===== config.mk =====
export PLATFORM = sky130hd
export DESIGN_NAME = ex_mem
export DESIGN_NICKNAME = d
export VERILOG_FILES = /design/src/rtl/ex_mem.sv
export SDC_FILE = /design/constraint.sdc
export NUM_CORES = 1
export LEC_CHECK = 0
export CAP_MARGIN = 25
export CORE_AREA = 2 2 156 158
export DETAILED_ROUTE_END_ITERATION = 12
export DIE_AREA = 0 0 158 160
export PLACE_DENSITY = 0.53
export SYNTH_ARGS = -nofsm -noshare
export SYNTH_HDL_FRONTEND = slang
export SYNTH_SLANG_ARGS = --single-unit

===== constraint.sdc =====
create_clock -name clk -period 1.1 [get_ports clk]
set_input_delay 0.165 -clock clk [delete_from_list [all_inputs] [get_ports clk]]
set_output_delay 0.165 -clock clk [all_outputs]
set_load 0.005 [all_outputs]

===== src/rtl/ex_mem.sv =====
// ---------------------------------------------------------------------------
// ex_mem -- EX/MEM pipeline register.
//
// Carries the execute-stage register-write bundle and HI/LO bundle into the
// memory stage with one cycle of latency.
//
// Per-edge decode, highest priority first:
//   reset -> flush -> stall decode -> capture
//
//   stall_ex stall_mem | mem_* bundle | acc state
//   -------------------+--------------+------------------
//      0        0      | capture ex_* | cleared
//      1        0      | bubble       | load acc_*_i
//      1        1      | hold         | hold
//      0        1      | hold         | hold   (illegal combination)
//
// The accumulate state carries the partial multiply-accumulate product and
// step count across a multi-cycle execute stall, and hands it back to
// execute.
//
// Compile-time option:
//   EX_MEM_MADD_EN
//     Defined   : the accumulate registers exist.
//     Undefined : acc_temp_i and acc_cnt_i are ignored, and acc_temp_o and
//                 acc_cnt_o are tied to zero.
//
// Ports:
//   clk, reset            : clock; synchronous active-high reset
//   flush                 : pipeline flush; inserts a bubble and clears acc
//   stall_ex, stall_mem   : stage stall controls
//   ex_addr/en/data       : execute register-write bundle
//   ex_hilo_en/hi/lo      : execute HI/LO bundle
//   acc_temp_i, acc_cnt_i : accumulate state from execute
//   mem_addr/en/data      : registered register-write bundle
//   mem_hilo_en/hi/lo     : registered HI/LO bundle
//   acc_temp_o, acc_cnt_o : held accumulate state returned to execute
//   pip_en/hi/lo          : combinational copies of the mem HI/LO bundle,
//                           used for HI/LO forwarding into execute
// ---------------------------------------------------------------------------
module ex_mem (
  input  logic        clk,
  input  logic        reset,
  input  logic        flush,
  input  logic        stall_ex,
  input  logic        stall_mem,
  input  logic [4:0]  ex_addr,
  input  logic        ex_en,
  input  logic [31:0] ex_data,
  input  logic        ex_hilo_en,
  input  logic [31:0] ex_hi,
  input  logic [31:0] ex_lo,
  input  logic [63:0] acc_temp_i,
  input  logic [1:0]  acc_cnt_i,
  output logic [4:0]  mem_addr,
  output logic        mem_en,
  output logic [31:0] mem_data,
  output logic        mem_hilo_en,
  output logic [31:0] mem_hi,
  output logic [31:0] mem_lo,
  output logic [63:0] acc_temp_o,
  output logic [1:0]  acc_cnt_o,
  output logic        pip_en,
  output logic [31:0] pip_hi,
  output logic [31:0] pip_lo
);

  typedef struct packed {
    logic [4:0]  addr;
    logic        en;
    logic [31:0] data;
    logic        hilo_en;
    logic [31:0] hi;
    logic [31:0] lo;
  } wb_t;

  wb_t ex_b, mem_q;

  logic capture, bubble;

  assign ex_b = '{addr: ex_addr, en: ex_en, data: ex_data,
                  hilo_en: ex_hilo_en, hi: ex_hi, lo: ex_lo};

  // Any combination with stall_mem set (including the illegal 0/1 case)
  // falls through to hold.
  assign capture = ~stall_ex & ~stall_mem;
  assign bubble  =  stall_ex & ~stall_mem;

  // A bubble is all zero, so it never re-asserts either write enable while
  // the same instruction is still in execute.
  always_ff @(posedge clk) begin
    if (reset || flush) mem_q <= '0;
    else if (capture)   mem_q <= ex_b;
    else if (bubble)    mem_q <= '0;
  end

  assign mem_addr    = mem_q.addr;
  assign mem_en      = mem_q.en;
  assign mem_data    = mem_q.data;
  assign mem_hilo_en = mem_q.hilo_en;
  assign mem_hi      = mem_q.hi;
  assign mem_lo      = mem_q.lo;

  // Forwarding taps: wires only, with no extra state.
  assign pip_en = mem_q.hilo_en;
  assign pip_hi = mem_q.hi;
  assign pip_lo = mem_q.lo;

`ifdef EX_MEM_MADD_EN
  logic [63:0] acc_temp_q;
  logic [1:0]  acc_cnt_q;

  // The step count is passed through unaltered from execute. Execute owns
  // the 0->1->2 sequencing; this block never increments or wraps it.
  always_ff @(posedge clk) begin
    if (reset || flush || capture) begin
      acc_temp_q <= '0;
      acc_cnt_q  <= '0;
    end else if (bubble) begin
      acc_temp_q <= acc_temp_i;
      acc_cnt_q  <= acc_cnt_i;
    end
  end

  assign acc_temp_o = acc_temp_q;
  assign acc_cnt_o  = acc_cnt_q;
`else
  logic unused_acc;
  assign unused_acc = ^{acc_temp_i, acc_cnt_i};
  assign acc_temp_o = '0;
  assign acc_cnt_o  = '0;
`endif

endmodule


==> flow_metrics.tcl, run 1 <==
set metrics [dict create \
    clock-sinks 103 \
    wl_met1_um 6220 \
    synth_cell_types 11 \
    detail_route.wl_per_cell_um 12.7 \
    portBuffers 275 \
    synth_adder_area_share_pct 0 \
    path_class "reg2out" \
    synth_top_family_by_area "simple AND/OR/NAND/NOR gates" \
    dp_slack_ns -0.225 \
    top_layer "met4" \
    min_delay_path_depth 3 \
    synth_top_area_cell "dfxtp_1" \
    synth.top_cell.area_share_pct 40.4 \
    drive_above_1_share_pct 34.3 \
    pwr_density_cell_mw_per_mm2 1030 \
    route.detailed.drc 0 \
    synth_xor_xnor_area_share_pct 0 \
    cts_tree "yes" \
    finalPower_uw 8200 \
    viasPerCell 3.83 \
    cts_buffer_depth 2 \
    root_buffer "clkbuf_16" \
    fin_nets 1003 \
    groute.usage.overall_pct 11.3 \
    cap_violations 0 \
    period_share_pct 99.6 \
    core-area_mm2 0.0238 \
    period_needed_ns 1.10 \
    drv_slew 0 \
    regToRegSetupSlack_ns 0.28 \
    hpwl_um 10300 \
    antenna_left 0 \
    synth_seq_area_share_pct 40.4 \
    numCtsBuffers 9 \
    slowest_delay_ns 0.35 \
    design_area_mm2 0.00800 \
    ys_warn_count 0 \
    finalSetupViolCount 0 \
    rsz0062_at_grt "true" \
    path_clk_slew_ns 0.08 \
    synth-simple-area-share_pct 25.4 \
    first_pass_iters 4 \
    wl_um 14700 \
    critPathBufInv 2 \
    cp_common_cell "buf_6" \
    num_rows 57 \
    die-area_mm2 0.0253 \
    floorplan.initialDensity_pct 21.4 \
    synth_area_leaders "dfxtp_1 (40%), buf_4 (19%), or3b_1 (17%)" \
    seq_area_mm2 0.00218 \
    crit_required_ns 0.94 \
    r2r_end "mem_hi[31]$_SDFFE_PP0P_" \
    holdBufCountCts 0 \
    synth_seq_cells 103 \
    multi_input_area_mm2 0.00206 \
    met2WireLength_um 7150 \
    grt_overflow_total 0 \
    fin_util_pct 33.6 \
    start_kind "flip-flop" \
    grt_antenna_before_repair 0 \
    drt_iter0_drc 143 \
    gp_congestion 0.707 \
    area_growth_pct 56.7 \
    clock_skew_ns 0 \
    min_from "stall_mem" \
    route.met3.wl_um 1260 \
    fillCellCount 2589 \
    worst_hold_slack_ns 0.219 \
    die_w_um 158 \
    rr_worst_depth 4 \
    clkLatencyLatePin_ns 0.34 \
    avgSynthCellArea_um2 8.63 \
    layout_commonest_cell "clkdlybuf4s50_1" \
    synth_area_mm2 0.00510 \
    grt_max_degree 58 \
    place_area_mm2 0.00765 \
    grt_pass1_wl_um 22300 \
    crit_path_end_kind "output port" \
    ir_drop_uv 431 \
    boundaryPins 408 \
    critical_path.top_delay_family "flip-flops" \
    status "complete, no violations" \
    num_antenna_cells 0 \
    crit_path_max_fanout 2 \
    synthCells 591 \
    muxShareOfSynthArea_pct 0 \
    worstPathCellList "buf_6 > buf_6" \
    timing.rr.start "mem_hi[31]$_SDFFE_PP0P_" \
    leakage_uw 0.00325 \
    min_to "mem_lo[23]$_SDFFE_PP0P_" \
    num_vias 4429 \
    die_y_um 160 \
    hold_violations 0 \
    hold_path.class "in2reg" \
    max_freq_mhz 913 \
    crit_slowest_cell "dfxtp_4" \
    arrival_ns 0.93 \
    finalWorstSetupSlack_ns 0.00473 \
    grt_pass1_vias 4083 \
    final_cell_mix "clkdlybuf4s50_1 (105), nand2_1 (103), a21oi_1 (103)" \
    htree_levels 3 \
    synth_compound_gate_area_share_pct 10.1 \
]
synth_stat cells, drive strengths merged:
cell type  count
buf          156
a21oi        103
dfxtp        103
nand2        103
or3b         103
clkbuf        21
conb           1
or2            1
worst max-delay path by stage:
stage                       startpoint                         to  cells after the start
3_5_place_dp                     reset   mem_data[8]$_SDFFE_PP0P_                      4
2_1_floorplan                stall_mem  mem_data[21]$_SDFFE_PP0P_                      5
6_report       mem_hi[31]$_SDFFE_PP0P_                 mem_hi[31]                      2
4_1_cts        mem_hi[31]$_SDFFE_PP0P_                 mem_hi[31]                      2
5_1_grt        mem_hi[31]$_SDFFE_PP0P_                 mem_hi[31]                      2
3_3_place_gp                     reset  mem_data[29]$_SDFFE_PP0P_                      4
routing by layer:
layer	vias up	global-route usage [%]
met3	6	3.58
met5	-	0
met1	1984	13.8
li1	2251	-
met2	188	19.0
met4	0	2.83
sequential cells by signal, indices dropped and copies added, names as in the netlist:
register and flops:
mem_addr 5, mem_en 1, mem_data 32, mem_hi 32, mem_hilo_en 1, mem_lo 32
area by class of cell:
type	instances	area share [%]
tap	324	5.07
clock inverter	5	0.501
multi-input combinational	376	25.8
clock buffer	10	2.99
sequential	103	27.3
timing repair buffer	339	38.4
cells by family after synthesis:
kind of cell           count (synthesis)
DFF                                  103
AOI/OAI and AO/OA                    103
buffers and inverters                177
other                                  1
and+or+nand+nor                      207
stage by stage:
| stage | std cells | TNS (ns) |
|---|---|---|
| after floorplan | 656 | 0 |
| after global placement | 1114 | -19.07 |
| after detailed placement | 1114 | -19.86 |
| after CTS | 1160 | -0.0528 |
| after global routing | 1157 | -0.0797 |
| final | 1157 | 0 |
worst min-delay path: stages:
cell     delay (ns)
buf_6          0.20
nand2_1        0.11
a21oi_1        0.05
power by group:
group / switching (uW) / internal (uW)
Clock: 1530 / 1620
Sequential: 52.5 / 3810
Combinational: 460 / 731
repair_timing:
action	in CTS	in global routing
gates cloned	0	0
endpoints found under the setup margin	168	97
resized for setup	540	84
setup buffers	31	7
Power figures use the tool's default switching activity.
==> run 2: changes to the inputs <==
GPL_ROUTABILITY_DRIVEN = 0   (was default)
HOLD_SLACK_MARGIN = 0.03   (was default)
TNS_END_PERCENT = 10   (was default)
==> flow_metrics.tcl, run 2 (synthesis results as in run 1) <==
set metrics [dict create \
    grt_overflow_total 0 \
    regToRegSetupSlack_ns 0.28 \
    die_w_um 158 \
    boundaryPins 408 \
    worst_hold_slack_ns 0.217 \
    viasPerCell 3.82 \
    fin_setup_tns_ns 0 \
    portBuffers 275 \
    path_class "reg2out" \
    grt_pass1_wl_um 22400 \
    drt_iter0_drc 137 \
    slowest_delay_ns 0.35 \
    period_needed_ns 1.09 \
    finalSetupViolCount 0 \
    crit_path_end_kind "output port" \
    finalPower_uw 8210 \
    arrival_ns 0.93 \
    ir_drop_uv 433 \
    num_rows 57 \
    root_buffer "clkbuf_16" \
    r2r_end "mem_hi[31]$_SDFFE_PP0P_" \
    fin_util_pct 33.6 \
    period_share_pct 99.2 \
    grt_pass1_vias 4098 \
    min_from "stall_mem" \
    pwr_density_cell_mw_per_mm2 1030 \
    clkLatencyLatePin_ns 0.35 \
    antenna_left 0 \
    fin_nets 1006 \
    area_growth_pct 56.9 \
    status "complete, no violations" \
    die-area_mm2 0.0253 \
    die_y_um 160 \
    cts_tree "yes" \
    htree_levels 3 \
    first_pass_iters 4 \
    fin_cells 1160 \
    hpwl_um 10300 \
    leakage_uw 0.00327 \
    min_to "mem_lo[23]$_SDFFE_PP0P_" \
    layout_commonest_cell "clkdlybuf4s50_1" \
    crit_path_max_fanout 2 \
    clock_skew_ns 0 \
    numCtsBuffers 9 \
    timing.rr.start "mem_hi[31]$_SDFFE_PP0P_" \
    route.detailed.drc 0 \
    holdBufCountCts 0 \
    clock-sinks 103 \
    drive_above_1_share_pct 34.2 \
    met2WireLength_um 7230 \
    rsz0062_at_grt "true" \
    grt_max_degree 58 \
    wl_met1_um 6300 \
    crit_required_ns 0.94 \
    final_cell_mix "clkdlybuf4s50_1 (105), nand2_1 (103), a21oi_1 (103)" \
    grt_antenna_before_repair 0 \
    min_delay_path_depth 3 \
    top_layer "met4" \
    core-area_mm2 0.0238 \
    hold_violations 0 \
    detail_route.wl_per_cell_um 12.9 \
    place_inst 1114 \
    num_vias 4435 \
    num_antenna_cells 0 \
    crit_slowest_cell "dfxtp_4" \
    floorplan.initialDensity_pct 21.4 \
    route.met3.wl_um 1250 \
    cts_buffer_depth 2 \
    start_kind "flip-flop" \
    worstPathCellList "buf_6 > buf_6" \
    rr_worst_depth 4 \
    cp_common_cell "buf_6" \
    hold_path.class "in2reg" \
    drv_slew 0 \
    cap_violations 0 \
    max_freq_mhz 916 \
    path_clk_slew_ns 0.08 \
    wl_um 14900 \
    groute.usage.overall_pct 11.3 \
]
[run 2: cell count changes in the layout (fill, tap and decap cells not counted)]
cell,previous run,this run
buf_6,40,41
buf_2,16,14
dlygate4sd2_1,0,2
dfxtp_1,13,16
buf_4,41,39
dfxtp_2,88,85
clkbuf_2,57,63
clkdlybuf4s15_1,60,58
[run 2: routing by layer]
layer,track usage (%),up-vias
met4,2.83,0
met5,0,-
met3,3.61,7
li1,-,2256
met2,19.1,191
met1,13.8,1981
[run 2: critical path, delay by kind of cell, from the launching register on]
kind                   cells  cell delay (ns)
buffers and inverters      2             0.23
DFF                        1             0.35
[run 2: worst max-delay path by stage]
stage,startpoint,endpoint,slack [ns],depth (start not counted)
floorplan,stall_mem,mem_data[21]$_SDFFE_PP0P_,0.06,5
global placement,reset,mem_data[29]$_SDFFE_PP0P_,-0.21,4
detailed placement,reset,mem_data[8]$_SDFFE_PP0P_,-0.23,4
CTS,mem_lo[20]$_SDFFE_PP0P_,mem_lo[20],-0.08,2
global route,mem_hi[31]$_SDFFE_PP0P_,mem_hi[31],-0.03,2
finish,mem_hi[31]$_SDFFE_PP0P_,mem_hi[31],0.008,2
[run 2: metrics by stage]
step	cell area, um2	worst slack, ns
global route	8010	-0.0319
detailed placement	7650	-0.225
global placement	7650	-0.214
floorplan	5350	0.0591
finish	8010	0.00832
CTS	8330	-0.0789
[run 2: cell type report]
class / count / area [um2]
tap: 324 / 405
multi-input combinational: 376 / 2060
fill: 2599 / 15800
timing repair buffer: 342 / 3080
sequential: 103 / 2180
clock inverter: 5 / 40.0
clock buffer: 10 / 239
[run 2: report_power, final]
group,switching [uW],internal (uW)
Sequential,49.5,3810
Combinational,465,732
Clock,1540,1620
Total,2050,6160
[run 2: what timing repair did]
action / in CTS / in global routing
resized for setup: 504 / 100
endpoints found under the setup margin: 168 / 111
pin swaps: 0 / 0
buffers inserted: 30 / 1
